### config.mk
export PLATFORM = sky130hd
export DESIGN_NAME = seq_detect_param
export DESIGN_NICKNAME = d
export VERILOG_FILES = /design/src/rtl/seq_det_pkg.sv /design/src/rtl/seq_det_next.sv /design/src/rtl/seq_detect_param.sv
export SDC_FILE = /design/constraint.sdc
export NUM_CORES = 1
export LEC_CHECK = 0
export ABC_CLOCK_PERIOD_IN_PS = 4900
export CAP_MARGIN = 20
export CORE_ASPECT_RATIO = 0.75
export CORE_UTILIZATION = 35
export DETAILED_ROUTE_END_ITERATION = 10
export PLACE_DENSITY = 0.59
export SYNTH_ARGS = -nofsm -noshare
export SYNTH_HDL_FRONTEND = slang
export SYNTH_SLANG_ARGS = --single-unit
### constraint.sdc
create_clock -name clk -period 4.9 [get_ports clk]
set_clock_uncertainty 0.15 [all_clocks]
set_input_delay 0.49 -clock clk [delete_from_list [all_inputs] [get_ports clk]]
set_output_delay 0.49 -clock clk [all_outputs]
set_load 0.05 [all_outputs]
### src/rtl/seq_det_pkg.sv
// Shared definitions for the parametrised serial pattern detector.
//   PAT_W_DEF    : default pattern length
//   PAT_INIT_DEF : default pattern loaded by reset (MSB is the first bit seen)
//   action_e     : per-cycle action chosen by the top-level priority logic
//   state_width  : width of the matched-prefix counter for a given pattern length
package seq_det_pkg;

  localparam int PAT_W_DEF = 5;
  localparam logic [PAT_W_DEF-1:0] PAT_INIT_DEF = 5'b10010;

  typedef enum logic [1:0] {
    ACT_HOLD,  // no qualified bit: state holds, pulse drops
    ACT_STEP,  // qualified bit: advance or fall back
    ACT_LOAD   // new pattern: restart the search
  } action_e;

  // Matched-prefix length ranges over 0..pat_w, so it needs clog2(pat_w+1) bits.
  function automatic int state_width(input int pat_w);
    return $clog2(pat_w + 1);
  endfunction

endpackage

### src/rtl/seq_det_next.sv
// Combinational next-state logic for the pattern detector.
//   s       : current matched-prefix length (0..PAT_W-1)
//   a       : incoming serial bit
//   pat     : pattern, MSB first
//   overlap : 1 = resume from the pattern's longest border after a match
//   s_next  : matched-prefix length after consuming a
//   hit     : a completes the pattern
module seq_det_next
  import seq_det_pkg::*;
#(
  parameter int PAT_W = PAT_W_DEF,
  localparam int SW = state_width(PAT_W)
) (
  input  logic [SW-1:0]    s,
  input  logic             a,
  input  logic [PAT_W-1:0] pat,
  input  logic             overlap,
  output logic [SW-1:0]    s_next,
  output logic             hit
);

  // Candidate window right-aligned: w[0] is the new bit, w[m] is the bit seen
  // m positions earlier. The s earlier bits are by definition the top s bits
  // of the pattern, so they are recovered by shifting the pattern down.
  logic [PAT_W-1:0] w;
  logic             ok;
  logic             ok_b;
  int               fallback;
  int               border;

  // Longest k <= s+1 whose last k window bits equal the top k pattern bits.
  always_comb begin
    // NOTE: every variable written here gets a default first so no latch is inferred.
    w        = ((pat >> (PAT_W - int'(s))) << 1) | PAT_W'(a);
    ok       = 1'b0;
    fallback = 0;
    for (int k = 1; k <= PAT_W; k++) begin
      ok = (k <= int'(s) + 1);
      for (int i = 0; i < k; i++) begin
        if (w[i] != pat[PAT_W-k+i]) ok = 1'b0;
      end
      if (ok) fallback = k;
    end
  end

  // Longest proper border of the pattern: where an overlapping search resumes.
  always_comb begin
    ok_b   = 1'b0;
    border = 0;
    for (int k = 1; k < PAT_W; k++) begin
      ok_b = 1'b1;
      for (int i = 0; i < k; i++) begin
        if (pat[i] != pat[PAT_W-k+i]) ok_b = 1'b0;
      end
      if (ok_b) border = k;
    end
  end

  always_comb begin
    hit    = (int'(s) == PAT_W - 1) && (a == pat[0]);
    s_next = SW'(fallback);
    if (hit) s_next = overlap ? SW'(border) : '0;
  end

endmodule

### src/rtl/seq_detect_param.sv
// Parametrised serial bit-pattern detector with runtime-loadable pattern.
//   clk, rst  : rising-edge clock, asynchronous active-high reset
//   a, en     : serial bit and its valid qualifier
//   overlap   : 1 = overlapping detection, 0 = restart from zero after a match
//   pat_load  : load pat_in (highest priority; a/en ignored that cycle)
//   pat_in    : new pattern, MSB is the first expected bit
//   cnt_clr   : synchronous clear of match_cnt (wins over a coincident match)
//   z         : registered one-cycle match pulse
//   cstate    : current matched-prefix length
//   match_cnt : saturating match count
module seq_detect_param
  import seq_det_pkg::*;
#(
  parameter int               PAT_W    = PAT_W_DEF,
  parameter logic [PAT_W-1:0] PAT_INIT = PAT_INIT_DEF,
  parameter int               CNT_W    = 8,
  localparam int SW = state_width(PAT_W)
) (
  input  logic             clk,
  input  logic             rst,
  input  logic             a,
  input  logic             en,
  input  logic             overlap,
  input  logic             pat_load,
  input  logic [PAT_W-1:0] pat_in,
  input  logic             cnt_clr,
  output logic             z,
  output logic [SW-1:0]    cstate,
  output logic [CNT_W-1:0] match_cnt
);

  logic [PAT_W-1:0] pat;
  logic [PAT_W-1:0] pat_d;
  logic [SW-1:0]    s_d;
  logic [SW-1:0]    s_next;
  logic             hit;
  logic             z_d;
  logic [CNT_W-1:0] cnt_d;
  action_e          act;

  seq_det_next #(.PAT_W(PAT_W)) u_next (
    .s       (cstate),
    .a       (a),
    .pat     (pat),
    .overlap (overlap),
    .s_next  (s_next),
    .hit     (hit)
  );

  always_comb begin
    act = ACT_HOLD;
    if (pat_load)  act = ACT_LOAD;
    else if (en)   act = ACT_STEP;

    pat_d = pat;
    s_d   = cstate;
    z_d   = 1'b0;
    cnt_d = match_cnt;

    case (act)
      ACT_LOAD: begin
        pat_d = pat_in;
        s_d   = '0;
      end
      ACT_STEP: begin
        s_d = s_next;
        z_d = hit;
        if (hit && !(&match_cnt)) cnt_d = match_cnt + CNT_W'(1);
      end
      default: ;
    endcase

    // Clear overrides any increment but leaves the pulse alone.
    if (cnt_clr) cnt_d = '0;
  end

  always_ff @(posedge clk or posedge rst) begin
    if (rst) begin
      pat       <= PAT_INIT;
      cstate    <= '0;
      z         <= 1'b0;
      match_cnt <= '0;
    end else begin
      // NOTE: non-blocking assignments so every register samples pre-edge values.
      pat       <= pat_d;
      cstate    <= s_d;
      z         <= z_d;
      match_cnt <= cnt_d;
    end
  end

endmodule

# == Yosys cells after proc, flatten, opt, wreduce, memory -nomap -nowiden ==
# Cells that the tools add are included.
# W data, S select, Z words.
# word_totals
ff_bits,17
mem_bits_ro,0
input_bits,12
mem_count,0
elab_cells,93
ramBits,0
latchBits,0
# classes
n_eq_ne,29
reduce_logical,8
muxes,42
div,0
bitwise,1
n_shift,1
multipliers,0
magnitude_cmp,5
n_addsub,3
# op_table
operator,count
$le A3 B32 Y1 const A,2
$le A4 B32 Y1 const A,2
$le A2 B32 Y1 const A,1
$shr A5 B32 Y4,1
$mux W1,28
$ne A1 B1 Y1,25
$mux W8,3
$mux W3,5
$mux W2,5
$add A8 B1 Y8 const B,1
$reduce_and A8 Y1,1
$pmux W3 S2,1
$reduce_bool A2 Y1,3
$or A5 B1 Y5,1
$add A3 B1 Y4 const B,1
$sub A3 B3 Y4 const A,1
$eq A3 B3 Y1 const B,1
$eq A2 B1 Y1 const B,1
$eq A2 B2 Y1 const B,1
$logic_and A1 B1 Y1,2
$reduce_and A2 Y1,1
$eq A1 B1 Y1,1
$logic_not A1 Y1,1

# == Longest topological paths before layout ==
# logic_depth
ltp_word,12
ltp_mapped,10
mapped_depth_nobuf,8

# == Hierarchy ==
# From an unflattened synthesis, not the netlist that was laid out.
# hier_totals
hier_cells,171
area_unflattened_um2,1612.8
# by_module_without_submodules
mod,n_inst,area_per_inst_um2,cells_each
seq_detect_param,1,887.1,73
seq_det_next,1,725.7,98

# == Worst setup path before layout ==
# No wires, ideal clock.
# synth_timing
path_type,register -> register
from,register cstate[1]
to,register cstate[0]
setup_slack_ns,1.945
synth_period_minus_slack_ns,2.955
n_path_buf,1
path_stages_with_launch,10
arrival_time_ns,2.679
path_cell_list,dfrtp_1 -> buf_6 -> inv_1 -> ha_1 -> or3b_4 -> o221a_1 -> nor3_1 -> o211ai_1 -> and4_1 -> a221o_1
# synth_between
elab_chain_cells,11
word_cells_on_any_way,43
classes_between,add/sub: 2; order compare: 5; eq/ne: 11; shift: 1; mux: 22; bitwise: 1; reduce/logical: 1
# synth_lines
element,line_no,rtl
start: declaration,seq_detect_param.sv:28,"output logic [SW-1:0] cstate,"
start signal: assignment,seq_detect_param.sv:80,cstate <= '0;
start signal: assignment,seq_detect_param.sv:86,cstate <= s_d;
branches (longest 9 deep; another with $le A2 B32 Y1),--,
$mux W3 *,seq_det_next.sv:62,if (hit) s_next = overlap ? SW'(border) : '0;
$pmux W3 S2 *,seq_detect_param.sv:60,case (act)
# Every way passes the cells marked *.
# A chain may end at the register's enable or synchronous reset.

# == Worst setup path after layout ==
# Ends and elaborated chain as after synthesis.

==> impl_metrics.env <==
export IMPL_portBuffers=23
export IMPL_cts_path_max_buffers=2
export IMPL_drv_cap=0
export IMPL_htree_levels=1
export IMPL_yosys_warnings=0
export IMPL_synthArstFlopShare=1.00
export IMPL_synth_edff_count=0
export IMPL_first_pass_iters=4
export IMPL_die_w_microns=79.0
export IMPL_numCtsBuffers=3
export IMPL_post_cts_setup_buffers=0
export IMPL_dp_hpwl_microns=2880
export IMPL_hp_start="match_cnt[6]$_DFFE_PP0P_"
export IMPL_cp_arrival_ps=3170
export IMPL_postSynthCellCount=185
export IMPL_min_to="match_cnt[6]$_DFFE_PP0P_"
export IMPL_cts_sinks=17
export IMPL_yosysUniqueCellTypes=51
export IMPL_vias=1417
export IMPL_min_path_type="register to register"
export IMPL_layout_nets=220
export IMPL_yosysTopAreaCell="dfrtp_1"
export IMPL_viasPerCell=5.58
export IMPL_required_ps=4880
export IMPL_cp_max_fo=14
export IMPL_status="finished clean"
export IMPL_sequentialPowerShare=0.479
export IMPL_path_clk_slew_ps=60
export IMPL_post_cts_resized=0
export IMPL_ys_ff_latch=17
export IMPL_r2r_end="cstate[0]$_DFFE_PP0P_"
export IMPL_drive_gt1_frac=0.0754
export IMPL_path_delay_family="compound AO/OA/AOI/OAI gates"
export IMPL_power_frac_comb=0.230
export IMPL_finalSetupViolCount=0
export IMPL_first_iter_violations=121
export IMPL_antenna_cells=0
export IMPL_reg2reg_slack_ps=1710
export IMPL_fmax_mhz=314
export IMPL_holdBufCountCts=0
export IMPL_cts_root_buffer="clkbuf_8"
export IMPL_ys_top_cells_by_area="dfrtp_1 24%, ha_1 6.4%, xnor2_1 6.2%"
export IMPL_antenna_found_initial=0
export IMPL_yosysTopAreaCellShare=0.241
export IMPL_crit_buf_inv=1
export IMPL_tightest_slew_ps=682
export IMPL_reg2reg_from="cstate[1]$_DFFE_PP0P_"
export IMPL_critPathSlowestCell="dfrtp_1"
export IMPL_grt_setup_unrepaired="false"
export IMPL_synth_flop_cell="dfrtp_1"
export IMPL_irDropWorstVdd_mv=0.109
export IMPL_reg2reg_depth=8
export IMPL_cp_end_kind="register"
export IMPL_powerDensity_mw_per_mm2=193
export IMPL_leakagePower_nw=0.669
export IMPL_finalHoldViolCount=0
export IMPL_fin_crit_ps=3190
export IMPL_syn_area_per_cell_sq_um=8.41
export IMPL_clk_latency_ps=250
export IMPL_drc=0
export IMPL_netSwitchingFraction=0.309
export IMPL_slew_headroom=0.546
export IMPL_finalSetupTns_ps=0
export IMPL_rows=20
export IMPL_grt_pass1_wl_microns=6490
export IMPL_clock_power_share=0.291
export IMPL_gp_congestion=0.948
export IMPL_initial_core_util=0.375
export IMPL_grt_max_degree=20
export IMPL_hold_depth=2
export IMPL_worst_setup_path_type="register to register"
export IMPL_yosysSeqAreaShare=0.275
export IMPL_core_area_sq_mm=0.00415
export IMPL_crit_chain="inv_1 > ha_1 > or2b_1 > o22ai_1 > a2111oi_0 > a211oi_1 > and4_1 > a221o_1"
export IMPL_syn_area_sq_mm=0.00156
export IMPL_critPathLaunchType="register"
export IMPL_wl_per_cell_microns=15.2
export IMPL_drtAntennaViolNets=0
export IMPL_grt_overflow=0
export IMPL_fp_dieArea_sq_mm=0.00472
export IMPL_grt_pass1_vias=1305
export IMPL_drv_slew=0
export IMPL_finish_utilization=0.441
export IMPL_syn2layout_area_growth_pct=17.7
export IMPL_startpoint="cstate[1]$_DFFE_PP0P_"
export IMPL_die_h_microns=59.8
export IMPL_slowest_delay_ps=650
export IMPL_p_int_uw=244
export IMPL_io_pins=24
export IMPL_finalCritPeriodShare=0.651
export IMPL_wl_microns=3860
export IMPL_grt_usage=0.179
export IMPL_power_uw=353
export IMPL_synth_cells_most_frequent="15 x dfrtp_1, 15 x nor2_1, 13 x nand2_1"
export IMPL_power_switching_uw=109
export IMPL_cts_tree="done"
export IMPL_synth_fp_nets=205
==> layer usage <==
metal	vias to the layer above	global-route usage	share of wire
met4	0	0.0208	0.0016
met2	45	0.273	0.42
met1	663	0.263	0.50
li1	707	-	-
met3	2	0.0427	0.074
met5	-	0	0
==> stage by stage <==
stage	setup WS (ps)	hold WS, ps	area [sq um]	std cells
2_1_floorplan	1940	265	1560	185
3_3_place_gp	1980	396	1790	250
3_5_place_dp	1840	412	1790	250
4_1_cts	1820	427	1830	254
5_1_grt	1650	443	1830	254
6_report	1710	422	1830	254
==> kinds of logic after synthesis <==
family / count (synthesis) / share of synthesized area
AO/OA/AOI/OAI: 51 / 0.231
flip-flops: 17 / 0.275
multiplexers: 9 / 0.0611
adder cells (fa/ha/maj): 8 / 0.0643
XOR/XNOR: 17 / 0.0957
AND/OR/NAND/NOR: 62 / 0.210
buffers and inverters: 21 / 0.0635
==> cell type report <==
cell class / instances / area, sq um
fill: 425 / 2320
multi-input combinational: 147 / 1030
sequential: 17 / 428
timing repair buffer: 23 / 230
tap: 55 / 68.8
clock buffer: 4 / 45.0
inverter: 8 / 30.0
==> state kept, by name (all words and copies together) (netlist names) <==
signal     cells
cstate         3
pat            5
z              1
match_cnt      8
==> power by group through the flow <==
stage | clock network (mW) | registers [mW] | logic [mW]
after CTS | 0.105 | 0.169 | 0.0806
after floorplan | 0 | 0.154 | 0.0740
after detailed placement | 0 | 0.171 | 0.0800
final | 0.103 | 0.169 | 0.0812
after global placement | 0 | 0.171 | 0.0785
after global routing | 0.112 | 0.172 | 0.0900
==> worst max path at each step <==
stage | endpoint | slack, ps | cells past startpoint
global route | cstate[1]$_DFFE_PP0P_ | 1650 | 8
CTS | cstate[1]$_DFFE_PP0P_ | 1820 | 8
global placement | cstate[1]$_DFFE_PP0P_ | 1980 | 8
detailed placement | cstate[1]$_DFFE_PP0P_ | 1840 | 8
floorplan | cstate[0]$_DFFE_PP0P_ | 1940 | 9
finish | cstate[0]$_DFFE_PP0P_ | 1710 | 8
==> worst min-delay path, cell delays in order (launching register included) <==
cell and delay [ps]:
dfrtp_1 380, xnor2_1 130, nor2_1 40
==> cell usage in the layout, fill, tap and decap left out, types with 2 or more instances in the layout <==
cell,count
clkdlybuf4s50_1,23
nor2_1,15
dfrtp_1,15
nand2_1,13
o21ai_0,12
xnor2_1,11
inv_1,8
ha_1,8
a21oi_1,6
xor2_1,6
o211ai_1,6
nor3_1,6
nand3_1,5
mux2i_1,5
nor2b_1,4
o32ai_1,4
mux2_2,4
or3_1,3
nand2b_1,3
a31oi_1,3
o22ai_1,3
clkbuf_8,3
and4_1,2
and2_1,2
o22a_1,2
nand4_1,2
dfstp_2,2
Power figures use the tool's default switching activity.
